## config.mk

```make
export PLATFORM = sky130hd
export DESIGN_NAME = alu_share_arbiter
export DESIGN_NICKNAME = d
export VERILOG_FILES = /design/src/rtl/alu_share_arbiter.sv
export SDC_FILE = /design/constraint.sdc
export NUM_CORES = 1
export LEC_CHECK = 0
export CAP_MARGIN = 10
export CORE_MARGIN = 5
export CORE_UTILIZATION = 38
export CTS_BUF_LIST = sky130_fd_sc_hd__clkbuf_2
export DETAILED_ROUTE_END_ITERATION = 10
export PLACE_DENSITY = 0.92
export SYNTH_ARGS = -nofsm -noshare
export SYNTH_HDL_FRONTEND = slang
export SYNTH_SLANG_ARGS = --single-unit
```

## constraint.sdc

```tcl
create_clock -name clk -period 2 [get_ports clk]
set_clock_uncertainty 0.15 [all_clocks]
set_input_delay 0.6 -clock clk [delete_from_list [all_inputs] [get_ports clk]]
set_output_delay 0.6 -clock clk [all_outputs]
set_load 0.1 [all_outputs]
```

## src/rtl/alu_share_arbiter.sv

```systemverilog
// alu_share_arbiter: round-robin sharing of one clocked ALU between two requesters
// ports: clk/rst (async, active-high); hold freezes new grants
//   reqN_valid/ready/a/b/op : operand packets in; rspN_valid : result pulses out
//   rsp_result/rsp_carry : ALU output passthrough; alu_a/b/op/en : registered ALU inputs
//   alu_result/alu_carry : from ALU; busy : something issued or in flight
module alu_share_arbiter #(
  parameter int DW = 4,
  parameter int OPW = 3,
  parameter int ALU_LAT = 1
) (
  input  logic           clk,
  input  logic           rst,
  input  logic           hold,
  input  logic           req0_valid,
  output logic           req0_ready,
  input  logic [DW-1:0]  req0_a,
  input  logic [DW-1:0]  req0_b,
  input  logic [OPW-1:0] req0_op,
  input  logic           req1_valid,
  output logic           req1_ready,
  input  logic [DW-1:0]  req1_a,
  input  logic [DW-1:0]  req1_b,
  input  logic [OPW-1:0] req1_op,
  output logic           rsp0_valid,
  output logic           rsp1_valid,
  output logic [DW-1:0]  rsp_result,
  output logic           rsp_carry,
  output logic [DW-1:0]  alu_a,
  output logic [DW-1:0]  alu_b,
  output logic [OPW-1:0] alu_op,
  output logic           alu_en,
  input  logic [DW-1:0]  alu_result,
  input  logic           alu_carry,
  output logic           busy
);
  logic               last, iid, g0, g1;
  logic [ALU_LAT-1:0] tv, tid;
  // last holds the id of the most recent grant; a tie goes to the other requester
  always_comb begin
    g0 = !rst && !hold && req0_valid && (!req1_valid || last);
    g1 = !rst && !hold && req1_valid && (!req0_valid || !last);
  end
  assign req0_ready = g0;
  assign req1_ready = g1;
  // iid tags the op currently on the ALU bus; tv/tid follow it through the ALU pipeline
  always_ff @(posedge clk or posedge rst) begin
    if (rst) begin
      alu_a  <= '0;
      alu_b  <= '0;
      alu_op <= '0;
      alu_en <= 1'b0;
      last   <= 1'b1;
      iid    <= 1'b0;
      tv     <= '0;
      tid    <= '0;
    end else begin
      alu_en <= g0 || g1;
      tv[0]  <= alu_en;
      tid[0] <= iid;
      for (int i = 1; i < ALU_LAT; i++) begin
        tv[i]  <= tv[i-1];
        tid[i] <= tid[i-1];
      end
      if (g0 || g1) begin
        alu_a  <= g1 ? req1_a : req0_a;
        alu_b  <= g1 ? req1_b : req0_b;
        alu_op <= g1 ? req1_op : req0_op;
        last   <= g1;
        iid    <= g1;
      end
    end
  end
  assign rsp0_valid = tv[ALU_LAT-1] && !tid[ALU_LAT-1];
  assign rsp1_valid = tv[ALU_LAT-1] && tid[ALU_LAT-1];
  assign rsp_result = alu_result;
  assign rsp_carry  = alu_carry;
  assign busy       = alu_en || |tv;
endmodule

```

==> impl_metrics.json, run 1 <==
{
  "ios": 54,
  "tightest_slew_ns": 0.397,
  "synth_top_cell_by_area": "dfrtp_1",
  "synth-edff-count": 0,
  "reg2reg_from": "last",
  "clk_pin_slew_ns": 0.15,
  "grt_pass1_vias": 998,
  "ys.flop_type": "dfrtp_1",
  "die_x_um": 58.8,
  "area_delta_synth_final_pct": 81.2,
  "critPathKind": "primary input to primary output",
  "nets": 175,
  "coreArea_mm2": 0.00225,
  "cap_violations": 0,
  "startpoint_type": "primary input",
  "ys_ff_latch": 16,
  "clock.fmax_ghz": 0.487,
  "ys_types": 25,
  "drt_first_iter_violations": 30,
  "wl_mm": 3.11,
  "dr.pass1.iters": 4,
  "violations": "setup timing",
  "synth_adder_area_share": 0,
  "drc": 0,
  "yosys.area_share.xor_xnor": 0,
  "synth_fp_nets": 122,
  "synth_area_per_cell_um2": 10.1,
  "synthTopCellsByCount": "dfrtp_1 (15), nand3b_1 (11), o2111ai_1 (11)",
  "htree_levels": 1,
  "grtUsageMet3": 0.0329,
  "cellLeakagePower_nw": 0.741,
  "routed_via_density": 5.51,
  "diodes": 0,
  "final_layout_size_suffix_gt1_frac": 0.373,
  "dp_cells": 159,
  "antenna_found_initial": 0,
  "ys_warn_count": 0,
  "hold_viol": 0,
  "cts_tree": "yes",
  "nFillCells": 138,
  "startpoint": "hold",
  "hold_ws_ns": 0.231,
  "use_met2": 0.342,
  "dieArea_mm2": 0.00346,
  "setup_viol": 1,
  "instances_no_fill": 170,
  "rows": 17,
  "drv_slew": 0,
  "io_buffers": 43,
  "grt_overflow": 0,
  "yosysMostFrequentCell": "dfrtp_1",
  "rsz0062_at_grt": "true",
  "grt_max_degree": 14,
  "post_drt_wl_per_cell_um": 18.3,
  "clockBufferDepth": 2,
  "power_density_mw_per_mm2": 880,
  "via_count": 937,
  "synthTopCellsByArea": "dfrtp_1 (41%), o2111ai_1 (11%), nand3b_1 (9.1%)",
  "floorplan.initialDensity": 0.402,
  "route.antenna.remaining_nets": 0,
  "status": "complete, but fails checks",
  "arrival_ns": 1.30,
  "synthMuxAreaShare": 0,
  "synth_top_family_by_area": "simple AND/OR/NAND/NOR gates",
  "ir_drop_uv": 578,
  "fin_crit_ns": 2.05,
  "place.detailed.hpwl_mm": 2.29,
  "grt_first_pass_wirelength_mm": 5.06,
  "track_usage": 0.195,
  "yosysSeqAreaShare": 0.443,
  "cts.sinks": 16,
  "die_h_um": 58.8,
  "gp_congestion": 0.806,
  "worst_ep_required_time_ns": 1.25,
  "crit_fanout": 3,
  "finalCritPeriodShare": 1.03,
  "insertion_delay_ns": 0.27,
  "synth_top_area_frac": 0.414,
  "synth_simple_gate_area_frac": 0.242,
  "clockRootBuffer": "clkbuf_2",
  "async_flop_share": 1.00,
  "met1_usage": 0.234,
  "cts_buffers": 3,
  "grt-busiest-layer": "met2",
  "synth_compound_area_frac": 0.206,
  "syn_inst": 90,
  "hold_class": "primary input to asynchronous set/reset pin",
  "relSlewSlack": 0.735,
  "netlist_area_um2": 906,
  "endpoint_kind": "primary output",
  "finalWorstSetupSlack_ns": -0.0514
}
## state kept, by name, summed over array words and instances (netlist names)
signal and cells:
alu_a 4, alu_b 4, alu_op 3, alu_en 1
iid 1, last 1, tid 1, tv 1
## logic make-up (layout without fill, tap and decap cells)
group	after synthesis	count (layout)
AOI/OAI and AO/OA	25	25
DFF	16	16
buffers and inverters	16	68
and+or+nand+nor	33	33
## through the flow
step	util	setup TNS (ns)	setup slack [ns]	cell area, µm²	power, mW
after floorplan	-	-0.0275	-0.0275	927	0.972
after CTS	0.723	-0.0210	-0.0210	1630	1.45
after detailed placement	0.689	-3.09	-0.464	1550	1.28
final	0.728	-0.0514	-0.0514	1640	1.45
after global placement	0.689	-2.28	-0.376	1550	1.26
after global routing	0.728	-0.114	-0.0977	1640	1.50
## power breakdown
group,internal [mW],leakage [nW],switching (mW)
combinational,0.331,0.532,0.526
sequential,0.387,0.195,0.0625
clock,0.0435,0.0140,0.0951
total,0.761,0.741,0.684
## placed cells by master, fill, tap and decap left out, drive strengths merged
cell / n
buf: 38
clkdlybuf4s50: 22
dfrtp: 15
o2111ai: 11
nand3b: 11
and3: 11
o21ai: 11
nor2: 4
inv: 3
clkbuf: 3
or2: 2
and2: 2
nand2: 1
nor3b: 1
o211a: 1
nor2b: 1
o21bai: 1
a31oi: 1
clkinv: 1
clkdlybuf4s15: 1
dfstp: 1
## worst max-delay path, stage by stage
cell and delay [ns]:
buf_8 0.11, nor3b_4 0.22, and2_4 0.19, buf_12 0.17
## layout make-up
cell class | instances | area, µm² | area share
clock buffer | 3 | 15.0 | 0.00915
clock inverter | 1 | 3.75 | 0.00229
inverter | 3 | 11.3 | 0.00686
multi-input combinational | 58 | 434 | 0.264
sequential | 16 | 403 | 0.245
tap | 28 | 35.0 | 0.0213
timing repair buffer | 61 | 739 | 0.450
## final timing paths
| path | end | slack, ns | depth (start not counted) |
|---|---|---|---|
| max | req1_ready | -0.05 | 4 |
| min | alu_b[2] | 0.23 | 3 |
| max reg2reg | alu_b[0] | 0.10 | 8 |
| min reg2reg | tid | 0.26 | 0 |
| max in group asynchronous | alu_en | 1.03 | 4 |
| min in group clk | tid | 0.26 | 0 |
## timing repair
action                     CTS  global route
setup endpoints to repair    2            14
resized for setup           20             4
cloned                       0             0
pin swaps                    3             3
setup buffers                7             1
hold buffers                 0             0
## routing by layer
layer | part of all wire | wire length, µm
met4 | 0.016 | 51
met5 | 0 | 0
met2 | 0.51 | 1590
met3 | 0.071 | 220
met1 | 0.40 | 1250
Power figures use the tool's default switching activity.
==> inputs of run 2 (changes only) <==
Settings changed: CORE_ASPECT_RATIO set to 0.5, CORE_UTILIZATION 38 to 30, PLACE_DENSITY 0.92 to 0.78, SKIP_LAST_GASP set to 1.
==> impl_metrics.json, run 2 (synthesized netlist as in run 1, its figures left out) <==
{
  "violations": "setup timing",
  "route.antenna.remaining_nets": 0,
  "insertion_delay_ns": 0.30,
  "finalWorstSetupSlack_ns": -0.0580,
  "top_layer": "met4",
  "post_drt_wl_per_cell_um": 15.3,
  "grt_pass1_vias": 875,
  "layout_commonest_cell": "clkdlybuf4s50_1",
  "cts_hold_buf": 0,
  "wl_met2_mm": 1.49,
  "drv_slew": 0,
  "floorplan.initialDensity": 0.308,
  "tightest_slew_ns": 0.389,
  "diodes": 0,
  "via_count": 904,
  "clock.fmax_ghz": 0.486,
  "htree_levels": 1,
  "clockRootBuffer": "clkbuf_2",
  "rows": 14,
  "grt_max_degree": 14,
  "setup_viol": 2,
  "area_delta_synth_final_pct": 76.7,
  "arrival_ns": 1.31,
  "ir_drop_uv": 509,
  "cts_buffers": 3,
  "rrSetupSlack_ns": 0.56,
  "final_layout_size_suffix_gt1_frac": 0.346,
  "wl_met1_um": 974,
  "top_regs": "alu_a x4, alu_b x4, alu_op x3",
  "antenna_found_initial": 0,
  "gp_congestion": 0.805,
  "power_density_mw_per_mm2": 886,
  "grt_overflow": 0,
  "nets": 169,
  "crit_fanout": 4,
  "fin_total_pwr_mw": 1.42,
  "worst_ep_required_time_ns": 1.25,
  "drc": 0,
  "fin_crit_ns": 2.06,
  "status": "complete, but fails checks",
  "startpoint_type": "primary input",
  "die_h_um": 48.9,
  "final_cell_mix": "clkdlybuf4s50_1 (22), buf_12 (18), dfrtp_1 (14)",
  "grt_first_pass_wirelength_mm": 4.33,
  "io_buffers": 43,
  "drt_first_iter_violations": 68,
  "track_usage": 0.131,
  "hold_class": "primary input to asynchronous set/reset pin",
  "cellLeakagePower_nw": 0.710,
  "tns_ns": -0.0659,
  "dp_cells": 171,
  "place.detailed.hpwl_mm": 2.16,
  "cap_violations": 0,
  "cts.sinks": 16,
  "clk_pin_slew_ns": 0.15,
  "instances_no_fill": 176,
  "dieArea_mm2": 0.00429,
  "dr.pass1.iters": 4,
  "coreArea_mm2": 0.00294,
  "cts_tree": "yes",
  "die_x_um": 87.7,
  "clockBufferDepth": 2,
  "relSlewSlack": 0.741,
  "hold_viol": 0,
  "wl_mm": 2.69,
  "rsz0062_at_grt": "true",
  "met3WireLength_um": 146,
  "finalCritPeriodShare": 1.03,
  "endpoint_kind": "primary output",
  "critPathKind": "primary input to primary output",
  "ios": 54,
  "post-place-ws_ns": -0.441,
  "routed_via_density": 5.14
}
-- run 2: cell count changes in the layout (fill, tap and decap cells not counted), sizes merged --
cell / before / now
buf: 38 / 32
-- run 2: per-stage QoR --
| step | instance area [µm²] | hold WS [ns] | utilization |
|---|---|---|---|
| 6_report | 1600 | 0.150 | 0.544 |
| 5_1_grt | 1600 | 0.132 | 0.544 |
| 4_1_cts | 1590 | 0.137 | 0.540 |
| 3_5_place_dp | 1580 | 0.231 | 0.537 |
| 3_3_place_gp | 1580 | 0.209 | 0.537 |
| 2_1_floorplan | 927 | 0.204 | - |
-- run 2: area by class of cell --
type	instances	area [µm²]
multi-input combinational	58	429
inverter	3	11.3
clock inverter	1	3.75
clock buffer	3	15.0
fill	255	1340
timing repair buffer	55	688
sequential	16	403
tap	40	50.0
-- run 2: critical path: stages --
cell and delay [ns]:
buf_2 0.14, nor3b_4 0.21, and2_4 0.19, buf_12 0.17
-- run 2: what timing repair did --
action,4_1_cts,5_1_grt
pin swaps,4,0
gates resized for setup,16,1
endpoints found under the setup margin,2,3
setup buffers,0,1
-- run 2: path summary, 6_finish.rpt --
path	from	endpoint	cells after the start
setup / recovery	rst	req1_ready	4
hold / removal	rst	alu_b[0]	2
setup reg to reg	last	alu_b[2]	4
hold reg to reg	iid	tid	0
max in group asynchronous	rst	alu_en	3
min in group clk	iid	tid	0
-- run 2: routing by layer --
metal	up-vias	GRT usage
met5	-	0
met4	0	0.0663
met3	10	0.0287
met2	32	0.235
met1	441	0.144
li1	421	-
-- run 2: power by group --
| part | total (mW) | switching, mW | internal (mW) |
|---|---|---|---|
| clock | 0.146 | 0.103 | 0.0434 |
| sequential | 0.445 | 0.0580 | 0.387 |
| combinational | 0.826 | 0.514 | 0.313 |
==> inputs of run 3 (changes only) <==
Settings changed: CTS_CLUSTER_SIZE set to 8, SETUP_SLACK_MARGIN set to 0.15.
Clock period 2 ns to 1.9 ns, I/O delays scaled along.
==> impl_metrics.json, run 3 (synthesized netlist as in run 1, its figures left out) <==
{
  "status": "complete, but fails checks",
  "violations": "setup timing",
  "routed_via_density": 4.78,
  "fin_total_pwr_mw": 1.49,
  "crit_fanout": 3,
  "antenna_found_initial": 0,
  "place.detailed.hpwl_mm": 2.04,
  "final_layout_size_suffix_gt1_frac": 0.362,
  "cts.sinks": 16,
  "startpoint": "last",
  "fin_util": 0.551,
  "ir_drop_uv": 408,
  "route.antenna.remaining_nets": 0,
  "setup_viol": 3,
  "crit_buf_inv": 1,
  "final_cell_mix": "clkdlybuf4s50_1 (22), buf_12 (17), dfrtp_1 (14)",
  "clk_pin_slew_ns": 0.13,
  "track_usage": 0.123,
  "clock.fmax_ghz": 0.502,
  "grt_overflow": 0,
  "die_h_um": 48.9,
  "reg2reg_from": "last",
  "rr_endpoint": "alu_b[2]",
  "rrSetupSlack_ns": 0.36,
  "die_x_um": 87.7,
  "tightest_slew_ns": 0.392,
  "switchingPower_mw": 0.705,
  "hold_class": "primary input to asynchronous set/reset pin",
  "layout_commonest_cell": "clkdlybuf4s50_1",
  "grt_pass1_vias": 852,
  "combPwrFrac": 0.586,
  "nets": 171,
  "clockBufferDepth": 2,
  "rows": 14,
  "drt_first_iter_violations": 22,
  "dr.pass1.iters": 4,
  "arrival_ns": 1.27,
  "grt_first_pass_wirelength_mm": 4.12,
  "diodes": 0,
  "coreArea_mm2": 0.00294,
  "fin_crit_ns": 1.99,
  "cts_hold_buf": 0,
  "p_seq_frac": 0.317,
  "critPathKind": "flop to primary output",
  "rsz0062_at_grt": "true",
  "p_int_mw": 0.788,
  "drc": 0,
  "crit_path_top_delay_cell": "dfstp_2",
  "nFillCells": 248,
  "top_regs": "alu_a x4, alu_b x4, alu_op x3",
  "swShare": 0.472,
  "startpoint_type": "flop",
  "crit_chain": "nand2_2, and2_4, buf_12",
  "relSlewSlack": 0.739,
  "wl_mm": 2.63,
  "worst_ep_required_time_ns": 1.18,
  "reg2reg_depth": 5,
  "cap_violations": 0,
  "endpoint_kind": "primary output",
  "ios": 54,
  "drv_slew": 0,
  "gp_congestion": 0.779,
  "area_delta_synth_final_pct": 79.0,
  "via_count": 851,
  "floorplan.initialDensity": 0.308,
  "finalCritPeriodShare": 1.05,
  "insertion_delay_ns": 0.29,
  "finalWorstSetupSlack_ns": -0.0928,
  "worst-path-stages": 3,
  "grt_max_degree": 17,
  "clockRootBuffer": "clkbuf_2",
  "io_buffers": 43,
  "cpPeakStageDelay_ns": 0.59,
  "path_delay_family": "flip-flops",
  "cellLeakagePower_nw": 0.720,
  "htree_levels": 1,
  "post_drt_wl_per_cell_um": 14.8,
  "power_density_mw_per_mm2": 921,
  "p_clk_frac": 0.098,
  "cts_tree": "yes",
  "dieArea_mm2": 0.00429,
  "hold_viol": 0,
  "cts_buffers": 3
}
==> run 3: worst max path at each step <==
stage,slack [ns],to
3_5_place_dp,-0.52,req1_ready
4_1_cts,-0.11,req1_ready
2_1_floorplan,-0.07,req1_ready
5_1_grt,-0.16,req1_ready
6_report,-0.09,req1_ready
3_3_place_gp,-0.47,req1_ready
==> run 3: worst reg2reg max path, stage by stage, from the launching register on <==
cell and delay (ns):
dfstp_2 0.59, nand2_2 0.06, buf_4 0.13, buf_4 0.16
and3_2 0.19, nand3b_1 0.15
==> run 3: area by class of cell <==
class | count | area (µm²) | area share
Clock inverter | 1 | 3.75 | 0.00231
Sequential cell | 16 | 405 | 0.250
Tap cell | 40 | 50.0 | 0.0309
Timing Repair Buffer | 57 | 694 | 0.428
Clock buffer | 3 | 15.0 | 0.00926
Multi-Input combinational cell | 58 | 442 | 0.272
Inverter | 3 | 11.3 | 0.00694
==> run 3: routing by layer <==
metal  GRT usage  routed length [µm]  vias to the layer above
met2       0.229                1440                       16
met5           0                   0                        -
met4      0.0434                  45                        0
met3      0.0253                  98                        6
met1       0.136                1040                      404
li1            -                   -                      425
==> run 3: repair_timing <==
action                     4_1_cts  5_1_grt
pin swaps                        4        0
setup endpoints to repair       13        6
resized for setup               17        1
setup buffers                    2        1
==> run 3: per-stage QoR <==
step / hold slack [ns] / instance area, µm² / TNS (ns) / std cells / worst slack (ns)
after detailed placement: 0.224 / 1580 / -3.43 / 171 / -0.520
after global routing: 0.145 / 1620 / -0.356 / 178 / -0.161
final: 0.163 / 1620 / -0.154 / 178 / -0.0928
after floorplan: 0.204 / 941 / -0.0675 / 90 / -0.0675
after global placement: 0.209 / 1580 / -2.68 / 171 / -0.467
after CTS: 0.155 / 1610 / -0.188 / 177 / -0.105
==> run 3: power by group through the flow <==
stage / sequential [mW] / clock [mW] / combinational (mW)
finish: 0.473 / 0.146 / 0.874
global route: 0.482 / 0.178 / 0.903
CTS: 0.473 / 0.155 / 0.874
detailed placement: 0.478 / 0 / 0.870
global placement: 0.474 / 0 / 0.861
floorplan: 0.794 / 0 / 0.232
